$ cat src/rtl/key_debounce_multi.sv
// Multi-channel key debouncer with press/release/long/repeat events.
// Each channel owns its synchroniser, debounce counter and hold FSM.
module key_debounce_multi #(
    parameter int unsigned NUM_KEYS   = 4,
    parameter int unsigned CNT_MAX    = 999_999,
    parameter int unsigned LONG_MAX   = 49_999_999,
    parameter int unsigned REPEAT_MAX = 9_999_999,
    parameter bit          REPEAT_EN  = 1'b1,
    parameter bit          ACTIVE_LOW = 1'b1
) (
    input  logic                sys_clk,
    input  logic                sys_rst,
    input  logic [NUM_KEYS-1:0] key_in,
    output logic [NUM_KEYS-1:0] key_state,
    output logic [NUM_KEYS-1:0] key_press,
    output logic [NUM_KEYS-1:0] key_release,
    output logic [NUM_KEYS-1:0] key_long,
    output logic [NUM_KEYS-1:0] key_repeat
);

    localparam int CW = $clog2(CNT_MAX);
    localparam int HW = $clog2(LONG_MAX);
    localparam int RW = $clog2(REPEAT_MAX);

    localparam logic [CW-1:0] CNT_LAST  = CW'(CNT_MAX - 1);
    localparam logic [HW-1:0] HOLD_LAST = HW'(LONG_MAX - 1);
    localparam logic [RW-1:0] REP_LAST  = RW'(REPEAT_MAX - 1);

    localparam logic REL_LVL = ACTIVE_LOW;

    typedef enum logic [1:0] {
        ST_IDLE,
        ST_HELD,
        ST_LONG
    } state_t;

    for (genvar i = 0; i < NUM_KEYS; i++) begin : g_ch
        logic          sync1;
        logic          sync2;
        logic          pressed;
        logic [CW-1:0] db_cnt;
        logic [CW-1:0] db_cnt_nxt;
        logic          lvl;
        logic          lvl_nxt;
        logic          press_nxt;
        logic          rel_nxt;
        state_t        state;
        state_t        state_nxt;
        logic [HW-1:0] hold_cnt;
        logic [HW-1:0] hold_nxt;
        logic [RW-1:0] rep_cnt;
        logic [RW-1:0] rep_nxt;
        logic          long_nxt;
        logic          rep_p_nxt;
        logic          press_q;
        logic          rel_q;
        logic          long_q;
        logic          rep_q;

        assign pressed = ACTIVE_LOW ? ~sync2 : sync2;

        always_ff @(posedge sys_clk) begin
            if (sys_rst) begin
                sync1    <= REL_LVL;
                sync2    <= REL_LVL;
                db_cnt   <= '0;
                lvl      <= 1'b0;
                state    <= ST_IDLE;
                hold_cnt <= '0;
                rep_cnt  <= '0;
                press_q  <= 1'b0;
                rel_q    <= 1'b0;
                long_q   <= 1'b0;
                rep_q    <= 1'b0;
            end else begin
                sync1    <= key_in[i];
                sync2    <= sync1;
                db_cnt   <= db_cnt_nxt;
                lvl      <= lvl_nxt;
                state    <= state_nxt;
                hold_cnt <= hold_nxt;
                rep_cnt  <= rep_nxt;
                press_q  <= press_nxt;
                rel_q    <= rel_nxt;
                long_q   <= long_nxt;
                rep_q    <= rep_p_nxt;
            end
        end

        // Any sample equal to the accepted level restarts the count.
        always_comb begin
            db_cnt_nxt = db_cnt + 1'b1;
            lvl_nxt    = lvl;
            press_nxt  = 1'b0;
            rel_nxt    = 1'b0;
            if (pressed == lvl) begin
                db_cnt_nxt = '0;
            end else if (db_cnt == CNT_LAST) begin
                db_cnt_nxt = '0;
                lvl_nxt    = pressed;
                press_nxt  = pressed;
                rel_nxt    = ~pressed;
            end
        end

        // A release accepted on the expiry edge takes priority over long.
        always_comb begin
            state_nxt = state;
            hold_nxt  = hold_cnt;
            rep_nxt   = rep_cnt;
            long_nxt  = 1'b0;
            rep_p_nxt = 1'b0;
            unique case (state)
                ST_IDLE: begin
                    if (press_nxt) begin
                        state_nxt = ST_HELD;
                        hold_nxt  = '0;
                        rep_nxt   = '0;
                    end
                end
                ST_HELD: begin
                    if (rel_nxt) begin
                        state_nxt = ST_IDLE;
                        hold_nxt  = '0;
                        rep_nxt   = '0;
                    end else if (hold_cnt == HOLD_LAST) begin
                        state_nxt = ST_LONG;
                        long_nxt  = 1'b1;
                        rep_nxt   = '0;
                    end else begin
                        hold_nxt = hold_cnt + 1'b1;
                    end
                end
                ST_LONG: begin
                    if (rel_nxt) begin
                        state_nxt = ST_IDLE;
                        hold_nxt  = '0;
                        rep_nxt   = '0;
                    end else if (REPEAT_EN) begin
                        if (rep_cnt == REP_LAST) begin
                            rep_p_nxt = 1'b1;
                            rep_nxt   = '0;
                        end else begin
                            rep_nxt = rep_cnt + 1'b1;
                        end
                    end
                end
                default: begin
                    state_nxt = ST_IDLE;
                    hold_nxt  = '0;
                    rep_nxt   = '0;
                end
            endcase
        end

        assign key_state[i]   = lvl;
        assign key_press[i]   = press_q;
        assign key_release[i] = rel_q;
        assign key_long[i]    = long_q;
        assign key_repeat[i]  = rep_q;
    end

endmodule

$ cat config.mk
export PLATFORM = sky130hd
export DESIGN_NAME = key_debounce_multi
export DESIGN_NICKNAME = d
export VERILOG_FILES = /design/src/rtl/key_debounce_multi.sv
export SDC_FILE = /design/constraint.sdc
export NUM_CORES = 1
export LEC_CHECK = 0
export CAP_MARGIN = 20
export CELL_PAD_IN_SITES_DETAIL_PLACEMENT = 0
export CELL_PAD_IN_SITES_GLOBAL_PLACEMENT = 2
export CORE_MARGIN = 10
export CORE_UTILIZATION = 39
export DETAILED_ROUTE_END_ITERATION = 10
export GPL_ROUTABILITY_DRIVEN = 0
export HOLD_SLACK_MARGIN = 0.03
export PLACE_DENSITY = 0.92
export SYNTH_ARGS = -nofsm -noshare
export SYNTH_HDL_FRONTEND = slang
export SYNTH_SLANG_ARGS = --single-unit
$ cat constraint.sdc
create_clock -name sys_clk -period 3.2 [get_ports sys_clk]
set_clock_uncertainty 0.1 [all_clocks]
set_input_delay 0.64 -clock sys_clk [delete_from_list [all_inputs] [get_ports sys_clk]]
set_output_delay 0.64 -clock sys_clk [all_outputs]
set_load 0.005 [all_outputs]
==> reports/qor.yml, run 1 <==
wl_per_cell_um: 15.6
yosysMostFrequentCell: "dfxtp_1"
start_util_pct: 39.7
worstHoldEndpoint: "g_ch[0].sync2"
ys_ff_latch: 316
cts_root_buf: "clkbuf_16"
grt_pass1_vias: 13800
cts_max_path_buffers: 3
clock-sinks: 316
cts_tree: "done"
internal-power_mw: 6.60
ctsHoldBuffers: 0
grt_overflow_total: 0
powerDensity_mw_per_mm2: 461
status: "completed"
core_mm2: 0.0411
placedInstanceArea_mm2: 0.0169
ys.flop_type: "dfxtp_1"
syn_nets: 2013
dp_hpwl_um: 26200
drc: 0
first_pass_iters: 7
vdd_ir_drop_max_v: 0.000331
ant_nets: 0
tns_ns: 0
hold_viol: 0
switching_share_pct: 21.4
max_freq_mhz: 361
totalWireLength_um: 39400
hp-class: "flip-flop to flip-flop"
period_needed_ns: 2.77
worstReg2RegStart: "g_ch[1].db_cnt[2]"
hold_depth: 1
die_x_um: 225
fin_hold_ws_ns: 0.309
path_clk_slew_ns: 0.06
antenna_cells: 0
drt-initial-drc-count: 946
area_growth_pct: 11.5
synth_edf_count: 0
synthDistinctLibCells: 90
rr_worst_depth: 6
dieArea_mm2: 0.0505
setup_violations: 0
cts.repair.resized: 0
design_area_mm2: 0.0182
crit_path_end_kind: "flip-flop"
grt_usage_pct: 15.4
antenna_found_initial: 0
cp-startpoint: "g_ch[1].db_cnt[2]"
ys_warn_count: 0
cp.arrival_ns: 3.10
crit_required_ns: 3.53
fill_cells: 4074
start_kind: "flip-flop"
crit_path_max_fanout: 14
io_buffer_count: 25
drv_slew: 0
switching_power_mw: 1.80
drive_above_1_share_pct: 7.18
rrSetupSlack_ns: 0.43
htree_levels: 2
clkPwrFrac_pct: 51.6
seqPwrFrac_pct: 46.9
yosysTopAreaCellShare_pct: 38.7
final_nets: 1992
numCtsBuffers: 38
grt_max_degree: 45
io_pins: 26
synth_seq_area_share_pct: 38.7
grt_pass1_wl_um: 67300
critical_path_class: "flip-flop to flip-flop"
combPwrFrac_pct: 1.4
die_h_um: 225
rsz0062_at_grt: "false"
utilization_pct: 44.3
cap_viol_max_count: 0
relSlewSlack_pct: 45.1
leakage_nw: 5.89
synth.avg_cell_area_um2: 8.24
rows: 74
synthCells: 1983
num_vias: 14500
post-cts-setup-buffers: 0
ys_top_cells_by_area: "dfxtp_1 39%, nor2_1 4.3%, nand3_1 4.0%"
vias_per_cell: 5.76
finalCritPeriodShare_pct: 86.6
synth_area_leader_cell: "dfxtp_1"
r2r_end: "g_ch[1].rep_cnt[12]"
synthTopCellsByCount: "316 x dfxtp_1, 188 x nor2_1, 170 x nand2_1"
async_flop_share_pct: 0
netlist_area_mm2: 0.0163
max_slew.worst_pin.slew_ns: 0.823
hp-start: "g_ch[0].sync1"
clock_latency_ns: 0.55
[state kept, by name, summed over array words and instances, names as in the netlist]
name,flops
g_ch.lvl,4
g_ch.rep_q,4
g_ch.sync2,4
g_ch.db_cnt,80
g_ch.rep_cnt,96
g_ch.state,8
g_ch.hold_cnt,104
g_ch.long_q,4
g_ch.press_q,4
g_ch.rel_q,4
g_ch.sync1,4
[stage by stage]
stage | instances | power (mW) | setup slack (ns)
global route | 2524 | 8.70 | 0.148
finish | 2524 | 8.40 | 0.428
CTS | 2523 | 8.55 | 0.419
floorplan | 1983 | 4.11 | 0.803
detailed placement | 2453 | 4.15 | 0.437
global placement | 2452 | 4.15 | 0.477
[worst max-delay path by stage]
| stage | endpoint | slack, ns | depth (start not counted) |
|---|---|---|---|
| after floorplan | g_ch[3].rep_cnt[16] | 0.80 | 11 |
| after detailed placement | g_ch[2].rep_cnt[22] | 0.44 | 8 |
| after global placement | g_ch[2].rep_cnt[14] | 0.48 | 8 |
| after global routing | g_ch[1].rep_cnt[5] | 0.15 | 6 |
| after CTS | g_ch[2].rep_cnt[22] | 0.42 | 8 |
| final | g_ch[1].rep_cnt[12] | 0.43 | 6 |
[cells in the final DEF (no fill, tap or decap), types with 34 or more instances in the layout]
cell,n
a311oi_1,40
nand2_1,170
nand3_1,129
dfxtp_1,316
o21ai_0,79
xor2_1,54
clkbuf_16,41
and3_1,54
or3_1,42
a21oi_1,109
inv_1,49
nand4_1,62
buf_4,34
nor2_1,188
nor3_1,70
[per-layer routing]
| layer | GRT usage [%] | part of all wire (%) |
|---|---|---|
| met5 | 0 | 0 |
| met4 | 5.07 | 2.1 |
| met3 | 2.54 | 4.1 |
| met2 | 25.3 | 45 |
| met1 | 20.2 | 48 |
[critical path: stages, from the launching register on]
cell and delay [ns]:
dfxtp_1 0.40, and4_1 0.30, nand3_1 0.34, o31ai_1 0.58, or3_1 0.54, nor3_1 0.10
a211o_1 0.28
[power groups by stage]
stage / sequential (mW) / combinational, mW / clock (mW)
finish: 3.95 / 0.118 / 4.34
global route: 3.94 / 0.130 / 4.63
CTS: 3.95 / 0.120 / 4.48
detailed placement: 4.03 / 0.120 / 0
global placement: 4.03 / 0.117 / 0
floorplan: 4.03 / 0.0833 / 0
[layout make-up]
type	count	area, um2	share of cell area, %
clock buffers	60	1150	6.30
clock inverters	10	109	0.598
inverters	50	188	1.03
multi-input cells	1496	9260	50.8
flip-flops and latches	316	6330	34.7
well taps	532	666	3.65
repair buffers	60	518	2.84
[kinds of logic after synthesis]
family	count (synthesis)	synth area share, %
simple gates	931	31.0
xor+xnor	81	4.34
flops	316	38.7
fa+ha+maj	24	1.84
mux	16	0.988
compound gates	444	18.4
buf+inv	171	4.68
No activity file was read; power rests on OpenSTA's default activity.
==> run 2, diff against run 1 <==
ABC_AREA = 1   (was unset)
CORE_MARGIN = 1.5   (was 10)
CORE_UTILIZATION = 35   (was 39)
==> reports/qor.yml, run 2 <==
synthDistinctLibCells: 44
ys.flop_type: "dfxtp_1"
post-cts-setup-buffers: 0
cp.arrival_ns: 2.75
place_inst: 3669
top_register: "g_ch.hold_cnt"
crit_path_end_kind: "flip-flop"
design_area_mm2: 0.0211
netlist_area_mm2: 0.0190
yosysMostFrequentCell: "nand2_1"
grt_max_degree: 65
antenna_found_initial: 0
num_vias: 18400
totalWireLength_um: 50500
dp_hpwl_um: 35900
final_nets: 3047
start_kind: "flip-flop"
switching_share_pct: 24.1
synth_seq_area_share_pct: 33.3
ys_ff_latch: 316
hp-class: "flip-flop to flip-flop"
ctsHoldBuffers: 0
finalCritPeriodShare_pct: 75.5
setup_violations: 0
multi_input_area_mm2: 0.0108
seqPwrFrac_pct: 44.1
grt_pass1_vias: 17300
rows: 85
yosysTopAreaCellShare_pct: 33.3
grt_pass1_wl_um: 85300
drv_slew: 0
dieArea_mm2: 0.0556
max_freq_mhz: 414
period_needed_ns: 2.41
hold_viol: 0
cts_max_path_buffers: 3
path_cells: "inv_1 -> ha_1 -> nand2_1 -> nor2_1 -> nand2_1 -> nor2_2 -> nand3_1 -> nand2_2 -> nand2_1 -> nand2_1 -> a21oi_1"
drc: 0
synthTopCellsByCount: "790 x nand2_1, 524 x nor2_1, 356 x inv_1"
die_x_um: 236
wl_per_cell_um: 13.5
cts_tree: "done"
relSlewSlack_pct: 38.6
clock_latency_ns: 0.57
drt-initial-drc-count: 1030
core_mm2: 0.0537
start_util_pct: 35.3
critical_path_class: "flip-flop to flip-flop"
powerDensity_mw_per_mm2: 435
die_h_um: 236
htree_levels: 2
synth_area_leader_cell: "dfxtp_1"
path_clk_slew_ns: 0.06
vdd_ir_drop_max_v: 0.000387
antenna_cells: 0
seq_area_mm2: 0.00633
io_buffer_count: 25
utilization_pct: 39.3
grt_usage_pct: 18.0
ys_top_cells_by_area: "dfxtp_1 33%, nand2_1 16%, nor2_1 10%"
slowest_stage: "nand2_1"
numCtsBuffers: 42
largest_register_ff_count: 104
area_growth_pct: 11.3
async_flop_share_pct: 0
clock-sinks: 316
io_pins: 26
cpPeakStageDelay_ns: 0.54
ys_warn_count: 0
synth_edf_count: 0
switching_power_mw: 2.22
clkPwrFrac_pct: 51.0
max_slew.worst_pin.slew_ns: 0.916
status: "completed"
rsz0062_at_grt: "false"
grt_overflow_total: 0
mostFrequentLayoutCell: "nand2_1"
final_cell_mix: "790 x nand2_1, 524 x nor2_1, 355 x inv_1, 316 x dfxtp_1, 199 x a21oi_1"
cts_root_buf: "clkbuf_16"
placedInstanceArea_mm2: 0.0198
synthCells: 3019
first_pass_iters: 5
tns_ns: 0
fin_cells: 3743
crit_required_ns: 3.54
vias_per_cell: 4.91
combPwrFrac_pct: 5.0
leakage_nw: 7.71
cp_common_cell: "nand2_1"
top_regs: "g_ch.hold_cnt x104, g_ch.rep_cnt x96, g_ch.db_cnt x80"
drive_above_1_share_pct: 5.15
internal-power_mw: 6.97
fill_cells: 5732
ant_nets: 0
syn_nets: 3049
cts.repair.resized: 0
synth.avg_cell_area_um2: 6.29
cap_viol_max_count: 0
crit_path_max_fanout: 24
-- run 2: cells by family after synthesis --
family	synth area share, %
DFF	33.3
buffers and inverters	9.84
and+or+nand+nor	42.0
adders and majority gates	1.58
xor gates and xnor gates	5.91
AOI/OAI and AO/OA	7.32
-- run 2: final cells by class --
cell class              count  share of cell area (%)
repair buffers             45                    2.02
well taps                 696                    4.12
clock inverters            11                   0.527
clock buffers              63                    5.92
multi-input cells        2250                    51.0
inverters                 362                    6.43
flip-flops and latches    316                    29.9
-- run 2: stage by stage --
stage | setup slack [ns] | total power [mW] | hold WS (ns)
2_1_floorplan | 1.36 | 4.48 | 0.289
3_3_place_gp | 0.822 | 4.59 | 0.301
3_5_place_dp | 0.768 | 4.60 | 0.302
4_1_cts | 0.764 | 9.37 | 0.318
5_1_grt | 0.545 | 9.58 | 0.335
6_report | 0.786 | 9.19 | 0.317
-- run 2: worst paths after layout --
kind | from | to | slack (ns) | cells past startpoint
worst max-delay path | g_ch[0].db_cnt[0] | g_ch[0].rep_cnt[9] | 0.79 | 11
worst min-delay path | g_ch[2].sync1 | g_ch[2].sync2 | 0.32 | 1
worst max register to register | g_ch[0].db_cnt[0] | g_ch[0].rep_cnt[9] | 0.79 | 11
worst min register to register | g_ch[2].sync1 | g_ch[2].sync2 | 0.32 | 1
-- run 2: power by group through the flow --
stage          Combinational (mW)  Clock, mW  Sequential, mW
3_5_place_dp                0.462          0            4.13
6_report                    0.456       4.68            4.05
5_1_grt                     0.523       5.00            4.06
3_3_place_gp                0.455          0            4.13
4_1_cts                     0.465       4.86            4.05
2_1_floorplan               0.359          0            4.12
-- run 2: per-layer routing --
layer / part of all wire [%] / global-route usage, %
met1: 48 / 23.7
met4: 2.2 / 5.55
met2: 46 / 30.5
met3: 3.8 / 2.56
met5: 0 / 0
-- run 2: critical path: cells and delay by family, from the launching register on --
kind / cells / cell delay [ns]
and+or+nand+nor: 8 / 1.53
DFF: 1 / 0.34
adders and majority gates: 1 / 0.16
AOI/OAI and AO/OA: 1 / 0.08
buffers and inverters: 1 / 0.07
==> run 3, diff against run 2 <==
clock period = 2.27 ns   (was 3.2 ns; I/O delays follow)
==> reports/qor.yml, run 3 (synthesis gave the netlist of run 2 again) <==
first_pass_iters: 6
drt-initial-drc-count: 1172
antenna_found_initial: 1
top_regs: "g_ch.hold_cnt x104, g_ch.rep_cnt x96, g_ch.db_cnt x80"
grt_max_degree: 68
cts_tree: "done"
vias_per_cell: 4.92
antenna_cells: 0
cap_viol_max_count: 0
critical_path_class: "flip-flop to output port"
period_needed_ns: 2.19
die_h_um: 236
wl_per_cell_um: 13.7
ctsHoldBuffers: 0
fill_cells: 5729
drc: 0
place_inst: 3724
wl_met2_um: 24000
dp_hpwl_um: 36900
io_pins: 26
drv_slew: 0
grt_usage_pct: 18.4
design_area_mm2: 0.0219
place_ws_ns: 0.0392
status: "completed"
core_mm2: 0.0537
fin_hold_ws_ns: 0.0977
hold_viol: 0
relSlewSlack_pct: 46.0
path_cells: "clkdlybuf4s50_1"
fin_cells: 3812
cp.arrival_ns: 1.63
crit_path_max_fanout: 5
powerDensity_mw_per_mm2: 603
wl_met3_um: 1840
rows: 85
mostFrequentLayoutCell: "nand2_1"
totalWireLength_um: 52100
path_clk_slew_ns: 0.05
layout_setup_ws_ns: 0.0813
setup_violations: 0
start_kind: "flip-flop"
grt_overflow_total: 0
io_buffer_count: 25
cpPeakStageDelay_ns: 0.64
ant_nets: 0
area_growth_pct: 15.3
start_util_pct: 35.3
max_freq_mhz: 457
crit_family: "buffers and inverters"
num_vias: 18700
wl_met1_um: 25200
htree_levels: 2
hp-class: "input port to flip-flop"
crit_required_ns: 1.72
rsz0062_at_grt: "true"
die_x_um: 236
final_cell_mix: "789 x nand2_1, 521 x nor2_1, 352 x inv_1, 316 x dfxtp_1, 199 x a21oi_1"
vdd_ir_drop_max_v: 0.000431
leakage_nw: 8.10
clock-sinks: 316
placedInstanceArea_mm2: 0.0202
cts_max_path_buffers: 3
final_nets: 3118
slowest_stage: "clkdlybuf4s50_1"
numCtsBuffers: 42
drive_above_1_share_pct: 7.70
crit_path_end_kind: "output port"
dieArea_mm2: 0.0556
grt_pass1_wl_um: 86800
max_slew.worst_pin.slew_ns: 0.807
largest_register_ff_count: 104
finalCritPeriodShare_pct: 96.4
grt_pass1_vias: 17800
tns_ns: 0
clock_latency_ns: 0.57
top_register: "g_ch.hold_cnt"
worst-path-buf-inv: 1
top_layer_used: "met4"
cts_root_buf: "clkbuf_16"
-- run 3: cell types whose count changed in the layout (fill, tap and decap cells not counted), moves of 3 or more --
cell     previous run  this run
buf_12              2         5
buf_4              18        81
nand2_4             3         9
inv_1             355       352
nand3_4             3        10
nand2_2            10         5
nor2_1            524       521
-- run 3: per-layer routing --
| metal | track usage [%] | up-vias |
|---|---|---|
| li1 | - | 9778 |
| met1 | 23.8 | 8615 |
| met2 | 31.4 | 264 |
| met3 | 2.56 | 80 |
| met4 | 5.87 | 0 |
| met5 | 0 | - |
-- run 3: path summary, 6_finish.rpt --
check | from | end | slack [ns] | cells past startpoint
worst max-delay path | g_ch[0].lvl | key_state[0] | 0.08 | 1
worst min-delay path | sys_rst | g_ch[1].press_q | 0.1 | 2
worst max register to register | g_ch[1].db_cnt[16] | g_ch[1].state[1] | 0.13 | 9
worst min register to register | g_ch[2].sync1 | g_ch[2].sync2 | 0.31 | 1
-- run 3: per-stage QoR --
stage	power, mW	utilization, %
floorplan	6.31	-
global placement	6.51	37.6
detailed placement	6.52	37.6
CTS	13.4	40.2
global route	13.8	40.7
finish	13.2	40.7
-- run 3: final cells by class --
| type | instances | area (um2) | area share, % |
|---|---|---|---|
| Clock inverter | 10 | 131 | 0.600 |
| Clock buffer | 62 | 1260 | 5.75 |
| Inverter | 362 | 1370 | 6.24 |
| Sequential cell | 316 | 6330 | 28.9 |
| Multi-Input combinational cell | 2254 | 11000 | 50.1 |
| Tap cell | 696 | 871 | 3.98 |
| Timing Repair Buffer | 112 | 971 | 4.44 |
-- run 3: report_power, final --
part / total (mW) / switching [mW] / internal (mW)
Sequential: 5.71 / 0.0827 / 5.63
Combinational: 0.761 / 0.507 / 0.254
Clock: 6.73 / 2.59 / 4.14
Total: 13.2 / 3.17 / 10.0
-- run 3: what timing repair did --
action | in CTS | in global routing
pin swaps | 0 | 6
endpoints found under the hold margin | 0 | 0
gates cloned | 0 | 4
setup buffers | 0 | 12
setup endpoints to repair | 3 | 171
resized for setup | 1 | 29
